--- src/rtl/multiplier_restore_unsigned.sv ---
// Run-to-completion unsigned shift-add multiplier that reconstructs a dividend
// from a (quotient, divisor, remainder) triple: result = arg0*arg1 + arg2.
// Also reports whether the result fits in WID0 bits and whether the remainder
// is a legal one for the divisor. Fixed latency: WID1 multiply steps plus one
// add step after the capture edge.
module multiplier_restore_unsigned #(
    parameter int WID0 = 32,
    parameter int WID1 = 16
) (
    input  logic                 clk,
    input  logic                 rst_n,
    input  logic                 vldin,
    input  logic [WID0-1:0]      arg0,
    input  logic [WID1-1:0]      arg1,
    input  logic [WID1-1:0]      arg2,
    output logic                 busy,
    output logic                 vldout,
    output logic [WID0+WID1-1:0] result,
    output logic                 fits,
    output logic                 rem_ok
);

    localparam int RW = WID0 + WID1;
    localparam int CW = (WID1 > 1) ? $clog2(WID1) : 1;
    localparam logic [CW-1:0] CNT_LAST = CW'(WID1 - 1);

    typedef enum logic [1:0] {
        IDLE,
        MUL,
        ADD
    } state_e;

    state_e          state_q,  state_d;
    logic [WID0-1:0] mcand_q,  mcand_d;   // quotient, shifted in by cnt
    logic [WID1-1:0] mplr_q,   mplr_d;    // divisor, consumed LSB first
    logic [WID1-1:0] div_q,    div_d;     // unshifted divisor for rem_ok
    logic [WID1-1:0] rem_q,    rem_d;
    logic [RW-1:0]   acc_q,    acc_d;
    logic [CW-1:0]   cnt_q,    cnt_d;
    logic            busy_q,   busy_d;
    logic            vldout_q, vldout_d;
    logic [RW-1:0]   result_q, result_d;
    logic            fits_q,   fits_d;
    logic            rem_ok_q, rem_ok_d;
    logic [RW-1:0]   sum;

    // Next-state and datapath: capture, one partial product per MUL edge, final add.
    always_comb begin
        // NOTE: every signal gets a default before the case so no path leaves it
        // unassigned; otherwise synthesis infers a latch to hold the old value.
        state_d  = state_q;
        mcand_d  = mcand_q;
        mplr_d   = mplr_q;
        div_d    = div_q;
        rem_d    = rem_q;
        acc_d    = acc_q;
        cnt_d    = cnt_q;
        busy_d   = busy_q;
        vldout_d = 1'b0;
        result_d = result_q;
        fits_d   = fits_q;
        rem_ok_d = rem_ok_q;
        sum      = acc_q + RW'(rem_q);

        case (state_q)
            IDLE: begin
                if (vldin) begin
                    mcand_d = arg0;
                    mplr_d  = arg1;
                    div_d   = arg1;
                    rem_d   = arg2;
                    acc_d   = '0;
                    cnt_d   = '0;
                    busy_d  = 1'b1;
                    state_d = MUL;
                end
            end
            MUL: begin
                // No early exit on a zero multiplier: latency stays fixed.
                if (mplr_q[0]) begin
                    acc_d = acc_q + (RW'(mcand_q) << cnt_q);
                end
                mplr_d = mplr_q >> 1;
                cnt_d  = cnt_q + CW'(1);
                if (cnt_q == CNT_LAST) begin
                    state_d = ADD;
                end
            end
            ADD: begin
                result_d = sum;
                fits_d   = (sum[RW-1:WID0] == '0);
                rem_ok_d = (div_q != '0) && (rem_q < div_q);
                vldout_d = 1'b1;
                busy_d   = 1'b0;
                state_d  = IDLE;
            end
            default: begin
                state_d = IDLE;
            end
        endcase
    end

    // State register; asynchronous reset aborts any job in flight.
    always_ff @(posedge clk or negedge rst_n) begin
        if (!rst_n) begin
            state_q  <= IDLE;
            mcand_q  <= '0;
            mplr_q   <= '0;
            div_q    <= '0;
            rem_q    <= '0;
            acc_q    <= '0;
            cnt_q    <= '0;
            busy_q   <= 1'b0;
            vldout_q <= 1'b0;
            result_q <= '0;
            fits_q   <= 1'b0;
            rem_ok_q <= 1'b0;
        end else begin
            // NOTE: non-blocking assignments so every register updates from the
            // values present before the edge, independent of statement order.
            state_q  <= state_d;
            mcand_q  <= mcand_d;
            mplr_q   <= mplr_d;
            div_q    <= div_d;
            rem_q    <= rem_d;
            acc_q    <= acc_d;
            cnt_q    <= cnt_d;
            busy_q   <= busy_d;
            vldout_q <= vldout_d;
            result_q <= result_d;
            fits_q   <= fits_d;
            rem_ok_q <= rem_ok_d;
        end
    end

    assign busy   = busy_q;
    assign vldout = vldout_q;
    assign result = result_q;
    assign fits   = fits_q;
    assign rem_ok = rem_ok_q;

endmodule

--- config.mk ---
export PLATFORM = sky130hd
export DESIGN_NAME = multiplier_restore_unsigned
export DESIGN_NICKNAME = d
export VERILOG_FILES = /design/src/rtl/multiplier_restore_unsigned.sv
export SDC_FILE = /design/constraint.sdc
export NUM_CORES = 1
export LEC_CHECK = 0
export CORE_MARGIN = 3
export CORE_UTILIZATION = 36
export CTS_BUF_LIST = sky130_fd_sc_hd__clkbuf_4 sky130_fd_sc_hd__clkbuf_8 sky130_fd_sc_hd__clkbuf_16
export DETAILED_ROUTE_END_ITERATION = 12
export SLEW_MARGIN = 25
export SYNTH_ARGS = -nofsm -noshare
export SYNTH_HDL_FRONTEND = slang
export SYNTH_SLANG_ARGS = --single-unit
--- constraint.sdc ---
create_clock -name clk -period 11.9 [get_ports clk]
set_input_delay 2.38 -clock clk [delete_from_list [all_inputs] [get_ports clk]]
set_output_delay 2.38 -clock clk [all_outputs]
set_load 0.01 [all_outputs]
==> qor.txt, run 1 <==
final setup fails: 0
post-CTS sizing: 0
Final Critical Period: 5440 ps
Least-Margin Pin Slew: 973 ps
initial antenna violation count: 0
RSZ-0062 raised after global routing: false
WL per Instance: 17.2 um
DRC errors left: 0
largest net degree at the start of global routing: 118
layout cells sized above 1: 6.32%
die height: 196 um
Max VDD drop: 0.151 mV
setup_tns: 0 ps
Routed Antenna Nets: 0
HP Start: result[45]
Async SR Flop Fraction: 100%
initial core utilization: 37.0%
Data required, critical path: 12,240 ps
run status: finished, final reports clean
worst reg2reg endpoint: acc_q[46]
gpl congestion: 0.913
worst-path maximum fanout: 81
Reg2Reg Setup Slack: 7010 ps
CTS root buf: clkbuf_16
Critical Path End Type: flip-flop
Yosys Warn Count: 0
nets: 1,734
max frequency: 184 MHz
CTS Buffer Depth: 2
final WL: 35.4 mm
Crit-path slowest cell: clkdlybuf4s50_1
Detailed Place HPWL: 27.1 mm
CTS sink cnt: 186
period utilisation layout: 45.7%
I/O Buffers: 118
Worst-Skew Late Latency: 460 ps
critical setup path kind: input pin to flip-flop
Post-CTS Hold Fix Bufs: 0
Vias: 11,043
leakage power: 6.77 nW
drt pass-1 iters: 5
commonest register cell after synthesis: dfrtp_1
synthesis-to-finish area growth: 16.7%
H-tree Lvls: 4
critical-path cell list: clkdlybuf4s50_1 > nor2b_2 > nor2b_4 > buf_4 > nor2_2 > buf_4 > a22o_1
vias in the first global route: 10,592
Mapped Cells: 1,526
number of enable flip-flop cells after synthesis: 0
post-synthesis register bit count: 186
CP most frequent cell: buf_4
Die Wd: 196 um
power per standard cell area: 335 nW/um^2
syn nets: 1,674
postcts setup bufs: 0
sequential share of the synthesized area: 35.9%
Hold Violations, Final: 0
Rows: 68
most frequent cells in the layout: nand2_1 (342), dfrtp_1 (184), o21ai_0 (154)
Reg clk slew, reported paths: 70 ps
CTS tree: yes
global route total overflow: 0
skew final: 22.4 ps
syn_area_per_cell: 8.50 um^2
worst hold stages: 2
Synth top area share: 35.9%
Core ar.: 35,100 um^2
synthesized area: 13,000 um^2
Num CTS Buffers: 17
1st-iter DRT viols: 693
Worst Path Arrival: 5780 ps
max-cap violations: 0
post-synth top area cell: dfrtp_1
Min-Delay Path Class: flip-flop to flip-flop
Filler Cell Count: 3,538
Global Route Usage Sum: 18.8%
I/O Pins: 119
CP startpoint kind: input pin
Critical Path Max Stage Delay: 850 ps
global-route wire length before repair: 58.2 mm
Die Area: 38,300 um^2
Via density: 5.38
PnR worst setup slack: 6460 ps
worst rel slew slack: 35.1%
DP Worst Slack: 5990 ps
worst r2r src: cnt_q[1]
Antenna diodes: 0
top cells by area, synth: dfrtp_1 (36%), nand2_1 (9.9%), ha_1 (7.6%), o21ai_0 (5.9%), a21oi_1 (3.8%)
most common cell after layout, fill and taps aside: nand2_1
Hold EP: result[45]
unique cell type count in the Yosys netlist: 74
R2R depth: 17
Max Slew Vio Count: 0
worst max path at each step:
stage,to,from,cells after the start,slack [ps]
6_report,acc_q[10],vldin,7,6460
3_3_place_gp,acc_q[10],vldin,7,5840
5_1_grt,acc_q[24],vldin,8,6170
2_1_floorplan,acc_q[44],cnt_q[0],17,7580
3_5_place_dp,acc_q[10],vldin,7,5990
4_1_cts,acc_q[10],vldin,7,6480
synthesized netlist by cell type, drive strengths merged, types with 6 or more instances:
master	n
o211ai	9
clkbuf	76
buf	11
a21o	32
mux2i	45
a31oi	10
o21ai	166
a221oi	6
mux4	19
and4	7
nand2b	8
nor2b	29
a22oi	15
a211oi	10
and2	7
nor2	61
nand3	38
o21a	6
o21bai	13
dfrtp	186
a21oi	105
xnor2	45
xor2	41
and3	15
nand2	342
o31ai	8
ha	79
nor4	6
nand4	21
nor3	14
inv	40
where the power goes:
group          switching [mW]  internal, mW  leakage (nW)
logic                    1.82          1.37          4.17
registers               0.370         0.918          2.30
clock network           0.280         0.310         0.297
worst max-delay path, delay by kind of cell:
kind                   cells  cell delay (ps)
and+or+nand+nor            3             1270
buffers and inverters      3             1820
AOI/OAI and AO/OA          1              270
registers in the layout, indices dropped and copies added (netlist names):
register  flops
acc_q        48
busy          1
state_q       2
mplr_q       16
rem_ok        1
mcand_q      32
vldout        1
div_q        16
fits          1
result       48
rem_q        16
cnt_q         4
metrics by stage:
stage,hold slack [ps],util (%),total power [mW],std cells,cell area [um^2]
6_report,478,43.2,5.07,2054,15100
3_5_place_dp,465,41.3,4.46,2020,14500
3_3_place_gp,460,41.3,4.41,2020,14500
4_1_cts,483,43.0,5.07,2052,15100
5_1_grt,512,43.2,5.54,2054,15100
2_1_floorplan,458,-,3.53,1526,13000
cells by family after synthesis:
| kind of cell | after synthesis | synth area share, % |
|---|---|---|
| buffers and inverters | 129 | 3.79 |
| AOI/OAI and AO/OA | 418 | 20.5 |
| xor gates and xnor gates | 86 | 5.81 |
| adders and majority gates | 81 | 7.93 |
| DFF | 186 | 35.9 |
| and+or+nand+nor | 558 | 19.0 |
| muxes | 68 | 7.12 |
final cells by class:
cell class | instances | area (um^2) | area share, %
timing repair buffer | 128 | 1300 | 8.59
clock inverter | 13 | 150 | 0.992
multi-input combinational | 1211 | 7850 | 51.8
clock buffer | 19 | 453 | 2.99
sequential | 186 | 4660 | 30.8
inverter | 42 | 158 | 1.04
tap | 455 | 569 | 3.76
per-layer routing:
layer / share of wire [%] / track usage (%) / vias to the layer above
met5: 0 / 0 / -
met2: 43 / 27.8 / 259
met4: 1.5 / 5.04 / 0
met3: 4.5 / 2.46 / 28
met1: 51 / 28.7 / 5236
li1: - / - / 5520
(Power assumes the default switching activity.)
==> run 2: changes to the inputs <==
clock period = 5.6 ns   (was 11.9 ns; I/O delays follow)
==> run 2 against run 1 <==
  * Sequential power grew 110%
  * Critical path depth grew 9
  * Register-to-register slack lost 6000 ps
  * Clock skew shrank 5.8 ps
  * Critical path type is now flip-flop to flip-flop
==> qor.txt, run 2 (synthesis gave the netlist of run 1 again) <==
max-cap violations: 0 (unchanged)
DP Worst Slack: 968 ps (-5020 ps)
non-filler cells, final: 2,058 (+0.19%)
layout cells sized above 1: 6.49% (+0.17 points)
I/O Buffers: 118 (unchanged)
I/O Pins: 119 (unchanged)
critical setup path kind: flip-flop to flip-flop
Rows: 68 (unchanged)
CTS Buffer Depth: 2 (unchanged)
postcts setup bufs: 0 (unchanged)
Placed Instances: 2,026 (+0.30%)
Data required, critical path: 5930 ps (-6310 ps)
CTS root buf: clkbuf_16
CTS tree: yes
H-tree Lvls: 4 (unchanged)
power per standard cell area: 720 nW/um^2 (+120%)
final WL: 36.9 mm (+4.3%)
most common cell after layout, fill and taps aside: nand2_1
worst-path maximum fanout: 25 (-69%)
skew final: 16.6 ps (-5.78 ps)
setup_tns: 0 ps (unchanged)
Detailed Place HPWL: 28.5 mm (+4.9%)
Die Wd: 196 um (unchanged)
initial antenna violation count: 0 (unchanged)
PnR worst setup slack: 964 ps (-5500 ps)
Critical Path End Type: flip-flop
Via density: 5.40 (+0.39%)
Max Slew Vio Count: 0 (unchanged)
Hold Violations, Final: 0 (unchanged)
Post-CTS Hold Fix Bufs: 0 (unchanged)
Max VDD drop: 0.355 mV (+140%)
Min-Delay Path Class: flip-flop to flip-flop
run status: finished, final reports clean
DRC errors left: 0 (unchanged)
global route total overflow: 0 (unchanged)
met3 routed WL: 1.46 mm (-9.0%)
gpl congestion: 0.929 (+1.7%)
WL per Instance: 18.0 um (+4.1%)
Core ar.: 35,100 um^2 (unchanged)
1st-iter DRT viols: 718 (+3.6%)
Top Metal Used: met4
RSZ-0062 raised after global routing: false
most frequent cells in the layout: nand2_1 (342), dfrtp_1 (184), o21ai_0 (154)
Filler Cell Count: 3,540 (+0.057%)
leakage power: 6.77 nW (about the same)
Antenna diodes: 0 (unchanged)
Reg clk slew, reported paths: 80 ps (about the same)
initial core utilization: 37.0% (unchanged)
die height: 196 um (unchanged)
Die Area: 38,300 um^2 (unchanged)
Final Critical Period: 4640 ps
Global Route Usage Sum: 19.4% (+0.68 points)
vias in the first global route: 10,830 (+2.2%)
Num CTS Buffers: 17 (unchanged)
max frequency: 216 MHz
Least-Margin Pin Slew: 841 ps (-131 ps)
Worst Path Arrival: 4970 ps (-810 ps)
global-route wire length before repair: 60.1 mm (+3.2%)
Post-Place Cell Area: 14,500 um^2 (+0.29%)
CTS sink cnt: 186 (unchanged)
largest net degree at the start of global routing: 102 (-14%)
synthesis-to-finish area growth: 16.6% (about the same)
drt pass-1 iters: 5 (unchanged)
final setup fails: 0 (unchanged)
Met2 Wirelength: 16.0 mm (+4.7%)
nets: 1,738 (+0.23%)
CP startpoint kind: flip-flop
worst rel slew slack: 43.9% (+8.8 points)
Worst-Skew Late Latency: 460 ps (about the same)
met1 WL: 19.0 mm (+5.5%)
Finished Cell Area: 15,100 um^2 (about the same)
Vias: 11,108 (+0.59%)
Routed Antenna Nets: 0 (unchanged)
post-CTS sizing: 0 (unchanged)
period utilisation layout: 82.8%
[run 2: cell count changes in the layout (fill, tap and decap cells not counted), sizes merged]
cell,previous run,this run
inv,47,48
clkinv,6,5
buf,10,14
[run 2: final timing paths]
kind | from | endpoint | slack, ps | depth (start not counted)
max | cnt_q[1] | acc_q[45] | 960 | 16
min | result[1] | result[1] | 480 | 2
max reg2reg | cnt_q[1] | acc_q[45] | 960 | 16
min reg2reg | result[1] | result[1] | 480 | 2
max in group asynchronous | rst_n | result[31] | 3690 | 2
min in group asynchronous | rst_n | mplr_q[11] | 770 | 1
[run 2: per-layer routing]
metal / GRT usage, % / up-vias
met5: 0 / -
met4: 4.41 / 0
met3: 2.70 / 31
met2: 29.5 / 250
met1: 29.4 / 5291
li1: - / 5536
[run 2: report_power, final]
group / switching (mW) / internal, mW
sequential: 0.773 / 1.95
combinational: 3.99 / 2.93
clock: 0.595 / 0.658
total: 5.35 / 5.54
[run 2: layout make-up]
cell class	count	area, um^2	share of cell area (%)
well taps	455	569	3.76
repair buffers	132	1290	8.53
clock buffers	19	453	3.00
inverters	42	158	1.04
flip-flops and latches	186	4660	30.8
clock inverters	13	150	0.993
multi-input cells	1211	7840	51.9
[run 2: worst max-delay path, cell delays in order, from the launching register on]
cell and delay (ps):
dfrtp_1 840, clkinv_1 460, a211oi_1 270, a21oi_1 110
mux2i_1 230, mux2i_1 150, ha_1 410, a21o_1 220
a21o_1 170, a221oi_1 360, a31o_2 230, nand3_1 80
a41o_1 250, a221o_1 290, a21oi_1 190, xor2_1 170
o21ai_1 70
[run 2: stage by stage]
| stage | utilization, % | hold slack (ps) | power [mW] |
|---|---|---|---|
| global route | 43.1 | 506 | 11.9 |
| detailed placement | 41.4 | 462 | 9.60 |
| CTS | 43.1 | 480 | 10.9 |
| floorplan | - | 458 | 7.50 |
| finish | 43.1 | 476 | 10.9 |
| global placement | 41.4 | 460 | 9.55 |
